==> config.mk <==
export PLATFORM = sky130hd
export DESIGN_NAME = seq_loop_monitor
export DESIGN_NICKNAME = d
export VERILOG_FILES = /design/src/rtl/seq_loop_pkg.sv /design/src/rtl/seq_loop_state_match.sv /design/src/rtl/seq_loop_monitor.sv
export SDC_FILE = /design/constraint.sdc
export NUM_CORES = 1
export LEC_CHECK = 0
export ABC_AREA = 1
export CAP_MARGIN = 20
export CORE_ASPECT_RATIO = 1.1
export CORE_UTILIZATION = 50
export DETAILED_ROUTE_END_ITERATION = 12
export PLACE_DENSITY = 0.89
export SETUP_SLACK_MARGIN = 0.2
export SLEW_MARGIN = 20
export SYNTH_ARGS = -nofsm -noshare
export SYNTH_HDL_FRONTEND = slang
export SYNTH_SLANG_ARGS = --single-unit
==> constraint.sdc <==
create_clock -name clock -period 2.05 [get_ports clock]
set_input_delay 0.41 -clock clock [delete_from_list [all_inputs] [get_ports clock]]
set_output_delay 0.41 -clock clock [all_outputs]
set_load 0.005 [all_outputs]
==> src/rtl/seq_loop_pkg.sv <==
// rtl/seq_loop_pkg.sv - shared types and constants for the sequential loop monitor
// Contents:
//   loop_st_e    : monitor FSM states (IDLE, IN_LOOP, DONE)
//   CNT_ALL_ONES : all-ones source, sliced to the counter width for saturation
package seq_loop_pkg;

    typedef enum logic [1:0] {
        IDLE    = 2'd0,
        IN_LOOP = 2'd1,
        DONE    = 2'd2
    } loop_st_e;

    // Counters may be up to 64 bits wide; the top slices this to its own width.
    localparam logic [63:0] CNT_ALL_ONES = '1;

endpackage

==> src/rtl/seq_loop_state_match.sv <==
// rtl/seq_loop_state_match.sv - match one FSM state against a packed, masked state list
// Ports:
//   state : FSM_WIDTH        state value to look up
//   list  : N*FSM_WIDTH      packed entries, entry i at [i*FSM_WIDTH +: FSM_WIDTH]
//   valid : N                per-entry enable; an all-zero mask never matches
//   hit   : 1                state equals at least one enabled entry
module seq_loop_state_match #(
    parameter int FSM_WIDTH = 2,
    parameter int N         = 1
) (
    input  logic [FSM_WIDTH-1:0]   state,
    input  logic [N*FSM_WIDTH-1:0] list,
    input  logic [N-1:0]           valid,
    output logic                   hit
);

    always_comb begin
        hit = 1'b0;
        for (int i = 0; i < N; i++) begin
            if (valid[i] && (list[i*FSM_WIDTH +: FSM_WIDTH] == state)) begin
                hit = 1'b1;
            end
        end
    end

endmodule

==> src/rtl/seq_loop_monitor.sv <==
// rtl/seq_loop_monitor.sv - cosim checker for one HLS sequential loop
// Watches cur_state against pre/iter-end/quit/post state lists and reports loop
// entry/exit, iteration and trip counts, hangs and unterminated runs.
// Ports:
//   clock, reset          : rising-edge clock, synchronous active-high reset
//   cur_state             : observed FSM state
//   *_states / *_valid    : packed state lists with per-entry valid masks
//   loop_quit_state       : state entered on a quit edge
//   iter_start_state      : first state of each iteration
//   one_state_loop        : loop body is the single state iter_start_state
//   one_state_block       : holding a state is legal; watchdog disabled
//   finish                : simulation end
//   in_loop, loop_enter, loop_exit           : loop status and 1-cycle pulses
//   iter_count, trip_count, loop_count       : saturating counters
//   cnt_overflow, stall_detected, err_unterminated, done : sticky flags
module seq_loop_monitor
    import seq_loop_pkg::*;
#(
    parameter int FSM_WIDTH  = 2,
    parameter int N_PRE      = 1,
    parameter int N_POST     = 2,
    parameter int N_QUIT     = 3,
    parameter int N_ITER_END = 1,
    parameter int CNT_WIDTH  = 32,
    parameter int HANG_LIMIT = 1024
) (
    input  logic                              clock,
    input  logic                              reset,
    input  logic [FSM_WIDTH-1:0]              cur_state,
    input  logic [N_PRE*FSM_WIDTH-1:0]        pre_states,
    input  logic [N_PRE-1:0]                  pre_valid,
    input  logic [N_POST*FSM_WIDTH-1:0]       post_states,
    input  logic [N_POST-1:0]                 post_valid,
    input  logic [N_QUIT*FSM_WIDTH-1:0]       quit_states,
    input  logic [N_QUIT-1:0]                 quit_valid,
    input  logic [N_ITER_END*FSM_WIDTH-1:0]   iter_end_states,
    input  logic [N_ITER_END-1:0]             iter_end_valid,
    input  logic [FSM_WIDTH-1:0]              loop_quit_state,
    input  logic [FSM_WIDTH-1:0]              iter_start_state,
    input  logic                              one_state_loop,
    input  logic                              one_state_block,
    input  logic                              finish,
    output logic                              in_loop,
    output logic                              loop_enter,
    output logic                              loop_exit,
    output logic [CNT_WIDTH-1:0]              iter_count,
    output logic [CNT_WIDTH-1:0]              trip_count,
    output logic [CNT_WIDTH-1:0]              loop_count,
    output logic                              cnt_overflow,
    output logic                              stall_detected,
    output logic                              err_unterminated,
    output logic                              done
);

    localparam logic [CNT_WIDTH-1:0] CNT_MAX = CNT_ALL_ONES[CNT_WIDTH-1:0];
    localparam int                   WD_W    = $clog2(HANG_LIMIT + 1);
    localparam logic [WD_W-1:0]      WD_MAX  = WD_W'(HANG_LIMIT);

    loop_st_e               state_q, state_d;
    logic [FSM_WIDTH-1:0]   prev_state;
    logic [WD_W-1:0]        wd_cnt, wd_next;

    logic pre_hit, iter_end_hit, quit_hit, post_hit, start_hit;
    logic enter_edge, exit_edge, iter_edge, wd_hold;
    logic do_enter, do_exit, do_iter, do_finish, wd_count;

    // Edge sources are looked up on prev_state; post membership and the
    // iteration start are looked up on cur_state.
    seq_loop_state_match #(.FSM_WIDTH(FSM_WIDTH), .N(N_PRE)) u_pre_match (
        .state(prev_state), .list(pre_states), .valid(pre_valid), .hit(pre_hit)
    );
    seq_loop_state_match #(.FSM_WIDTH(FSM_WIDTH), .N(N_ITER_END)) u_iter_end_match (
        .state(prev_state), .list(iter_end_states), .valid(iter_end_valid), .hit(iter_end_hit)
    );
    seq_loop_state_match #(.FSM_WIDTH(FSM_WIDTH), .N(N_QUIT)) u_quit_match (
        .state(prev_state), .list(quit_states), .valid(quit_valid), .hit(quit_hit)
    );
    seq_loop_state_match #(.FSM_WIDTH(FSM_WIDTH), .N(N_POST)) u_post_match (
        .state(cur_state), .list(post_states), .valid(post_valid), .hit(post_hit)
    );
    seq_loop_state_match #(.FSM_WIDTH(FSM_WIDTH), .N(1)) u_start_match (
        .state(cur_state), .list(iter_start_state), .valid(1'b1), .hit(start_hit)
    );

    assign enter_edge = pre_hit && start_hit;
    assign exit_edge  = (quit_hit && (cur_state == loop_quit_state)) || post_hit;
    // A single-state body completes one iteration every cycle it dwells.
    assign iter_edge  = (iter_end_hit && start_hit) ||
                        (one_state_loop && start_hit && (prev_state == cur_state));
    assign wd_hold    = (cur_state == prev_state) && !one_state_loop && !one_state_block;
    assign wd_next    = (wd_cnt == WD_MAX) ? WD_MAX : wd_cnt + WD_W'(1);

    // finish takes priority over every loop event; exit takes priority over
    // iteration, with the final iteration folded into trip_count.
    always_comb begin
        state_d   = state_q;
        do_enter  = 1'b0;
        do_exit   = 1'b0;
        do_iter   = 1'b0;
        do_finish = 1'b0;
        wd_count  = 1'b0;
        case (state_q)
            IDLE: begin
                if (finish) begin
                    state_d   = DONE;
                    do_finish = 1'b1;
                end else if (enter_edge) begin
                    state_d  = IN_LOOP;
                    do_enter = 1'b1;
                end
            end
            IN_LOOP: begin
                if (finish) begin
                    state_d   = DONE;
                    do_finish = 1'b1;
                end else begin
                    wd_count = wd_hold;
                    if (exit_edge) begin
                        state_d = IDLE;
                        do_exit = 1'b1;
                    end else begin
                        do_iter = iter_edge;
                    end
                end
            end
            DONE:    state_d = DONE;
            default: state_d = IDLE;
        endcase
    end

    always_ff @(posedge clock) begin
        if (reset) begin
            state_q          <= IDLE;
            prev_state       <= '0;
            wd_cnt           <= '0;
            in_loop          <= 1'b0;
            loop_enter       <= 1'b0;
            loop_exit        <= 1'b0;
            iter_count       <= '0;
            trip_count       <= '0;
            loop_count       <= '0;
            cnt_overflow     <= 1'b0;
            stall_detected   <= 1'b0;
            err_unterminated <= 1'b0;
            done             <= 1'b0;
        end else begin
            state_q    <= state_d;
            prev_state <= cur_state;
            in_loop    <= (state_d == IN_LOOP);
            loop_enter <= do_enter;
            loop_exit  <= do_exit;

            if (do_finish) begin
                done <= 1'b1;
                if (state_q == IN_LOOP) begin
                    err_unterminated <= 1'b1;
                end
            end

            if (do_enter) begin
                iter_count <= '0;
            end else if (do_iter && (iter_count != CNT_MAX)) begin
                iter_count <= iter_count + CNT_WIDTH'(1);
            end

            if (do_exit) begin
                trip_count <= (iter_count == CNT_MAX) ? CNT_MAX : iter_count + CNT_WIDTH'(1);
                if (loop_count != CNT_MAX) begin
                    loop_count <= loop_count + CNT_WIDTH'(1);
                end
            end

            if ((do_iter && (iter_count == CNT_MAX)) ||
                (do_exit && ((iter_count == CNT_MAX) || (loop_count == CNT_MAX)))) begin
                cnt_overflow <= 1'b1;
            end

            if (wd_count) begin
                wd_cnt <= wd_next;
                if (wd_next == WD_MAX) begin
                    stall_detected <= 1'b1;
                end
            end else begin
                wd_cnt <= '0;
            end
        end
    end

endmodule

# == Word level (Yosys, flattened, before mapping) ==
# Index checks and enable logic that the tools add are counted.
# word_totals
regBits,118
in_bits,32
output_inout_bits,103
wordCells,95
# op_classes
add_sub_neg,3
eq_ne,20
mux,28
n_bitwise,1
reduce_logical,30
# ops
op,count
$add 32x1->32 const B,2
$eq 32x32->1 const B,2
$ne 32x32->1 const B,2
$mux 32,1
$eq 11x11->1 const B,2
$eq 2x2->1,11
$mux 1,21
$logic_and 1x1->1,17
$add 11x1->11 const B,1
$mux 11,1
$mux 2,4
$pmux 2 s3,1
$reduce_and 2->1,3
$reduce_or 2->1,3
$eq 2x1->1 const B,2
$logic_or 1x1->1,4
$eq 2x2->1 const B,1
$logic_not 1->1,2
$logic_not 2->1,1
$not 1->1,1

# == Longest topological paths before layout ==
# Gate-level depths: netlist of the first run.
# depth
depth_word,12
mapped_depth,14
ltp_nobuf,12

# == Hierarchy ==
# From an unflattened synthesis of the first run, not the netlist that was laid out.
# hier_totals
hier_cells,1046
hier_area_um2,6648.9
# modules_own_cells
module,instances,cells_each,area_per_inst_um2,seq_area_each_um2
seq_loop_monitor,1,967,6332.3,2362.3
seq_loop_state_match at u_quit_match,1,28,117.6,0.0
seq_loop_state_match at u_iter_end_match ...,3,10,38.8,0.0
seq_loop_state_match at u_post_match,1,21,82.6,0.0

# == Least setup slack after synthesis of the first run ==
# OpenSTA, ideal clock, no wires.
# synth_timing
kind,register -> register
startpoint,register loop_count[0]
endpoint,register loop_count[0]
setup_ns,0.071
arrival_time_ns,1.727
required_ns,1.979
path_slack_ns,0.253
path_stages_with_launch,11
n_path_buf,1
period_less_slack_ns,1.797
cell_sequence,dfxtp_1 -> ha_1 -> nand2_1 -> nor3_2 -> nand2_1 -> nor3_2 -> nand3_2 -> nand2_1 -> buf_4 -> nand2_1 -> a21oi_1
# synth_between
elab_chain_cells,2
elab_cells_between_ends,3
cone_classes,add/sub (1); eq/ne (1); reduce/logical (1)
# synth_rtl
element,line_no,text
start: declaration,seq_loop_monitor.sv:48,"output logic [CNT_WIDTH-1:0] loop_count,"
start signal: assignment,seq_loop_monitor.sv:169,loop_count <= loop_count + CNT_WIDTH'(1);
"parallel branches: the longest is 2 deep, another holds $add 32x1->32",n/a,
# Parallel ways; which one is timed is not known.
# A chain may end at the register's enable or synchronous reset.

# == Final worst setup path of the first run ==
# layout_timing
startpoint,register loop_count[1]
endpoint,register loop_count[1]
# Same word-level chain as after synthesis.

==> reports/metrics.cfg, run 1 <==
[outcome]
status=finished, final reports clean

[grt]
grt_util_met3_pct=7.91
grt_pass1_wl_um=30600
overflow=0
use_met2_pct=49.9
grt_max_degree=43
met1_usage_pct=32.1
grt_pass1_vias=6516
antenna_found_initial=0
track_usage_pct=28.5
busiest_layer=met2

[critical_path]
crit_family=simple AND/OR/NAND/NOR gates
cp_max_fo=8
crit_type=reg -> reg
rr_worst_depth=10
worst_path_max_delay_cell=dfxtp_2
worstPathCellList=ha_4 > nand2_4 > nor3_4 > nand2_2 > nor3_4 > nand3_4 > nand2_8 > clkbuf_16 > nand2_1 > a21oi_2
reg2reg_slack_ns=0.05
r2r-end=loop_count[1]
r2r_start=loop_count[1]
worstPathRequired_ns=2.40
start_kind=flop
cp_common_cell=nor3_4
crit_path_max_incr_delay_ns=0.36
worst-path-buf-inv=1
endpoint_kind=flop
worst_ep_arrival_time_ns=2.34

[detailed_routing]
post_drt_wl_per_cell_um=15.2
viasPerCell=5.38
drc=0
vias=7212
antenna_left=0
drt_iter0_drc=593
firstDrtPassIters=5
wirelength_um=20400

[cts]
ctsHoldBuffers=0
cts_tree=done
clk_pin_slew_ns=0.05
insertion_delay_ns=0.43
htreeDepth=4
clockRootBuffer=clkbuf_16
clock-sinks=118
numCtsBuffers=17
clockBufferDepth=2

[floorplan]
die_area_sq_mm=0.0135
coreArea_sq_mm=0.0126
rows=43
die_h_um=122
top_level_ports=135
die_w_um=111
start_util_pct=51.6

[synth]
yosys_warnings=0
synth_top_area_share_pct=36.2
ys_ff_latch=118
synth_ff_type=dfxtp_1
ys_types=36
synthArstFlopShare_pct=0
syn-instance-count=993
netlist_top_cells_area=dfxtp_1 36%, nand2_1 16%, nor2_1 9.7%, xor2_1 6.0%, inv_1 4.8%
synth_commonest_cells=279 x nand2_1, 168 x nor2_1, 118 x dfxtp_1, 84 x inv_1, 57 x a21oi_1
avgSynthCellArea_sq_um=6.57
synth-edff-count=0
yosysMostFrequentCell=nand2_1
synth_area_leader_cell=dfxtp_1
synth_area_sq_mm=0.00653
synth_seq_area_share_pct=36.2
synth_nets=1029

[sta]
clock_skew_ns=0.00949
finalSetupViolations=0
finalHoldViolations=0
max_freq_mhz=501
holdWs_ns=0.449
fin_crit_ns=2.00
rsz0062_at_grt=true
slew_headroom_pct=69.1
drv_slew=0
worst_pin_slew_ns=0.463
finalCritPeriodShare_pct=97.4

[placed_design]
place_inst=1290
dpl-instance-area_sq_mm=0.00825
place_hpwl_um=13500
gp_congestion=1.00
port_buffers=134

[final_layout]
final_cell_area_sq_mm=0.00954
syn_to_final_growth_pct=46.1
antennaDiodeCount=0
drive_gt1_share_pct=18.6
utilization_pct=75.4
instances_no_fill=1341
layout.nets=1208

[min_path]
hold_class=reg -> reg
whs_path_depth=2
worstHoldStart=stall_detected
holdPathEnd=stall_detected

[power_and_ir_drop]
p_sw_mw=1.15
power.internal_mw=4.09
ir_worst_vdd_mv=0.681
pwr-share-comb_pct=4.5
total_power_mw=5.24
p_leak_nw=3.83
clkPwrFrac_pct=51.5
switching_share_pct=22.0
p_per_area_mw_per_mm2=549
sequentialPowerShare_pct=44.0

[run]
drv_cap=0

## metal layers
| metal | wire length (um) | part of all wire (%) |
|---|---|---|
| met1 | 7910 | 39 |
| met4 | 805 | 3.9 |
| met2 | 10100 | 50 |
| met5 | 0 | 0 |
| met3 | 1540 | 7.6 |
## repair_timing
action	in CTS	in global routing
gates cloned	1	6
endpoints found under the setup margin	101	120
pin swaps	6	29
resized for setup	31	129
buffers inserted	5	8
## worst max-delay path by stage
stage / to / slack (ns) / cells after the start / from
global placement: iter_count[17] / -0.27 / 13 / cur_state[1]
detailed placement: iter_count[17] / -0.36 / 13 / cur_state[1]
finish: loop_count[1] / 0.05 / 10 / loop_count[1]
global route: loop_count[1] / -0.04 / 10 / loop_count[1]
CTS: iter_count[26] / 0.20 / 1 / iter_count[26]
floorplan: loop_count[0] / 0.25 / 10 / loop_count[0]
## kinds of logic (layout without fill, tap and decap cells)
group           count (synthesis)  in the layout  synth area share, %
fa+ha+maj                       4              4                0.767
flops                         118            118                 36.2
simple gates                  575            575                 37.2
compound gates                110            110                 9.30
xor+xnor                       59             59                 7.92
buf+inv                       127            318                 8.67
## stage by stage
step / setup TNS, ns / setup WS [ns]
6_report: 0 / 0.0529
5_1_grt: -0.0730 / -0.0378
4_1_cts: 0 / 0.201
3_5_place_dp: -27.21 / -0.364
3_3_place_gp: -20.93 / -0.269
2_1_floorplan: 0 / 0.253
## state kept, by name, summed over array words and instances (netlist names)
register	count
cnt_overflow	1
done	1
err_unterminated	1
in_loop	1
iter_count	32
loop_count	32
loop_enter	1
loop_exit	1
prev_state	2
stall_detected	1
state_q	2
trip_count	32
wd_cnt	11
## layout make-up
type / instances / area (sq um)
inverters: 91 / 347
repair buffers: 196 / 2080
flip-flops and latches: 118 / 2430
multi-input cells: 748 / 3970
fillers: 872 / 3110
well taps: 157 / 196
clock buffers: 26 / 469
clock inverters: 5 / 50.0
## power groups by stage
stage / clock network (mW) / registers [mW] / logic [mW]
6_report: 2.70 / 2.30 / 0.237
5_1_grt: 2.83 / 2.30 / 0.259
3_3_place_gp: 0 / 2.36 / 0.216
2_1_floorplan: 0 / 2.36 / 0.109
3_5_place_dp: 0 / 2.36 / 0.222
4_1_cts: 2.71 / 2.31 / 0.225
## cell usage in the layout, fill, tap and decap left out, drive strengths merged
cell and n:
nand4 18, nand3 60, nor4 1, o21ai 39, clkinv 4, nor2 174
clkdlybuf4s50 125, nand2 282, a21boi 1, nor3 29, xnor2 14, and3b 1
nor3b 1, buf 57, a21o 1, dlymetal6s2s 7, clkbuf 31, nand3b 6
dlygate4sd2 2, xor2 45, inv 91, a21oi 68, ha 4, o21a 1
and3 1, dfxtp 118, or2 2, bufinv 1
## worst reg2reg max path, cell delays in order, from the launching register on
cell       delay, ns
dfxtp_2         0.36
ha_4            0.17
nand2_4         0.06
nor3_4          0.26
nand2_2         0.11
nor3_4          0.21
nand3_4         0.20
nand2_8         0.16
clkbuf_16       0.17
nand2_1         0.07
a21oi_2         0.15
Note: power is estimated with default switching activity, not from simulation.
==> run 2: changes to the inputs <==
- RECOVER_POWER: default -> 25
- TNS_END_PERCENT: default -> 100
==> run 2 against run 1 <==
Maximum frequency grew 0.25%. Critical path depth did not move. Non-clock buffer count unchanged. Largest power group unchanged. Highest routed layer unchanged. Critical path type unchanged.
==> reports/metrics.cfg, run 2 (synthesis results as in run 1) <==
[cts]
ctsHoldBuffers=0
clockRootBuffer=clkbuf_16
htreeDepth=4
clock-sinks=118
cts_tree=done
clk_pin_slew_ns=0.05
insertion_delay_ns=0.43
clockBufferDepth=2
numCtsBuffers=17

[sta]
finalSetupViolations=0
finalHoldViolations=0
tns_ns=0
worst_pin_slew_ns=0.911
clock_skew_ns=0.00970
final.setup.worst_slack_ns=0.0578
slew_headroom_pct=39.2
drv_slew=0
finalCritPeriodShare_pct=97.2
rsz0062_at_grt=true
fin_crit_ns=1.99
max_freq_mhz=502

[detailed_routing]
drc=0
viasPerCell=5.37
wirelength_um=20300
post_drt_wl_per_cell_um=15.2
vias=7203
antenna_left=0
firstDrtPassIters=5
drt_iter0_drc=580

[floorplan]
die_w_um=111
die_h_um=122
die_area_sq_mm=0.0135
top_level_ports=135
rows=43
start_util_pct=51.6
coreArea_sq_mm=0.0126

[critical_path]
crit_type=reg -> reg
r2r-end=loop_count[1]
startpoint=loop_count[1]
endpoint_kind=flop
worstPathRequired_ns=2.38
reg2reg_slack_ns=0.06
start_kind=flop
cp-endpoint=loop_count[1]
cp_max_fo=8
worst_ep_arrival_time_ns=2.33
r2r_start=loop_count[1]
rr_worst_depth=10

[placed_design]
place_hpwl_um=13500
post-place-ws_ns=-0.364
dpl-instance-area_sq_mm=0.00825
port_buffers=134
gp_congestion=1.00

[final_layout]
utilization_pct=75.3
largestRegisters=iter_count: 32 flops, loop_count: 32 flops, trip_count: 32 flops
layout_commonest_cell=nand2_1
drive_gt1_share_pct=18.5
layout_common_cells=262 x nand2_1, 143 x nor2_1, 86 x clkdlybuf4s50_1
final_cell_area_sq_mm=0.00953
layout.nets=1208
antennaDiodeCount=0
syn_to_final_growth_pct=46.0

[power_and_ir_drop]
p_leak_nw=3.94
ir_worst_vdd_mv=0.683
p_per_area_mw_per_mm2=550

[grt]
track_usage_pct=28.5
grt_max_degree=43
antenna_found_initial=0
grt_pass1_wl_um=30600
overflow=0
grt_pass1_vias=6516

[min_path]
hold_class=reg -> reg

[run]
drv_cap=0

[outcome]
status=finished, final reports clean

run 2: cell type report:
type                            instances  area, sq um
Clock buffer                           26          469
Clock inverter                          5         50.0
Fill cell                             877         3120
Inverter                               91          347
Multi-Input combinational cell        748         3970
Sequential cell                       118         2430
Tap cell                              157          196
Timing Repair Buffer                  196         2070
run 2: what timing repair did:
action	4_1_cts	5_1_grt
resized for setup	31	129
buffers inserted	5	8
endpoints found under the hold margin	0	0
setup endpoints to repair	101	120
pin swaps	6	29
gates cloned	1	6
run 2: worst max-delay path: stages (launching register included):
cell and delay, ns:
dfxtp_2 0.36, ha_4 0.16, nand2_4 0.06, nor3_4 0.25, nand2_2 0.11, nor3_4 0.21
nand3_4 0.20, nand2_8 0.16, clkbuf_16 0.17, nand2_1 0.07, a21oi_2 0.15
run 2: worst min path at each step:
| stage | slack, ns | start | to | cells past startpoint |
|---|---|---|---|---|
| final | 0.45 | stall_detected | stall_detected | 2 |
| after detailed placement | 0.44 | stall_detected | stall_detected | 2 |
| after CTS | 0.45 | cur_state[0] | prev_state[0] | 3 |
| after floorplan | 0.45 | done | done | 2 |
| after global placement | 0.44 | done | done | 2 |
| after global routing | 0.49 | cur_state[0] | prev_state[0] | 3 |
run 2: through the flow:
stage	hold slack, ns	power, mW	instances
floorplan	0.447	2.46	993
global placement	0.437	2.57	1290
detailed placement	0.444	2.58	1290
CTS	0.451	5.24	1327
global route	0.489	5.39	1341
finish	0.446	5.24	1341
run 2: layer usage:
layer / track usage, % / vias up / part of all wire (%)
met4: 13.8 / 0 / 3.8
met1: 32.1 / 3316 / 39
met5: 0 / - / 0
met3: 7.91 / 75 / 7.7
li1: - / 3510 / -
met2: 49.9 / 302 / 50
run 2: where the power goes:
part | internal (mW) | total [mW] | switching, mW
registers | 2.30 | 2.30 | 0.00795
logic | 0.111 | 0.233 | 0.122
clock network | 1.68 | 2.70 | 1.02
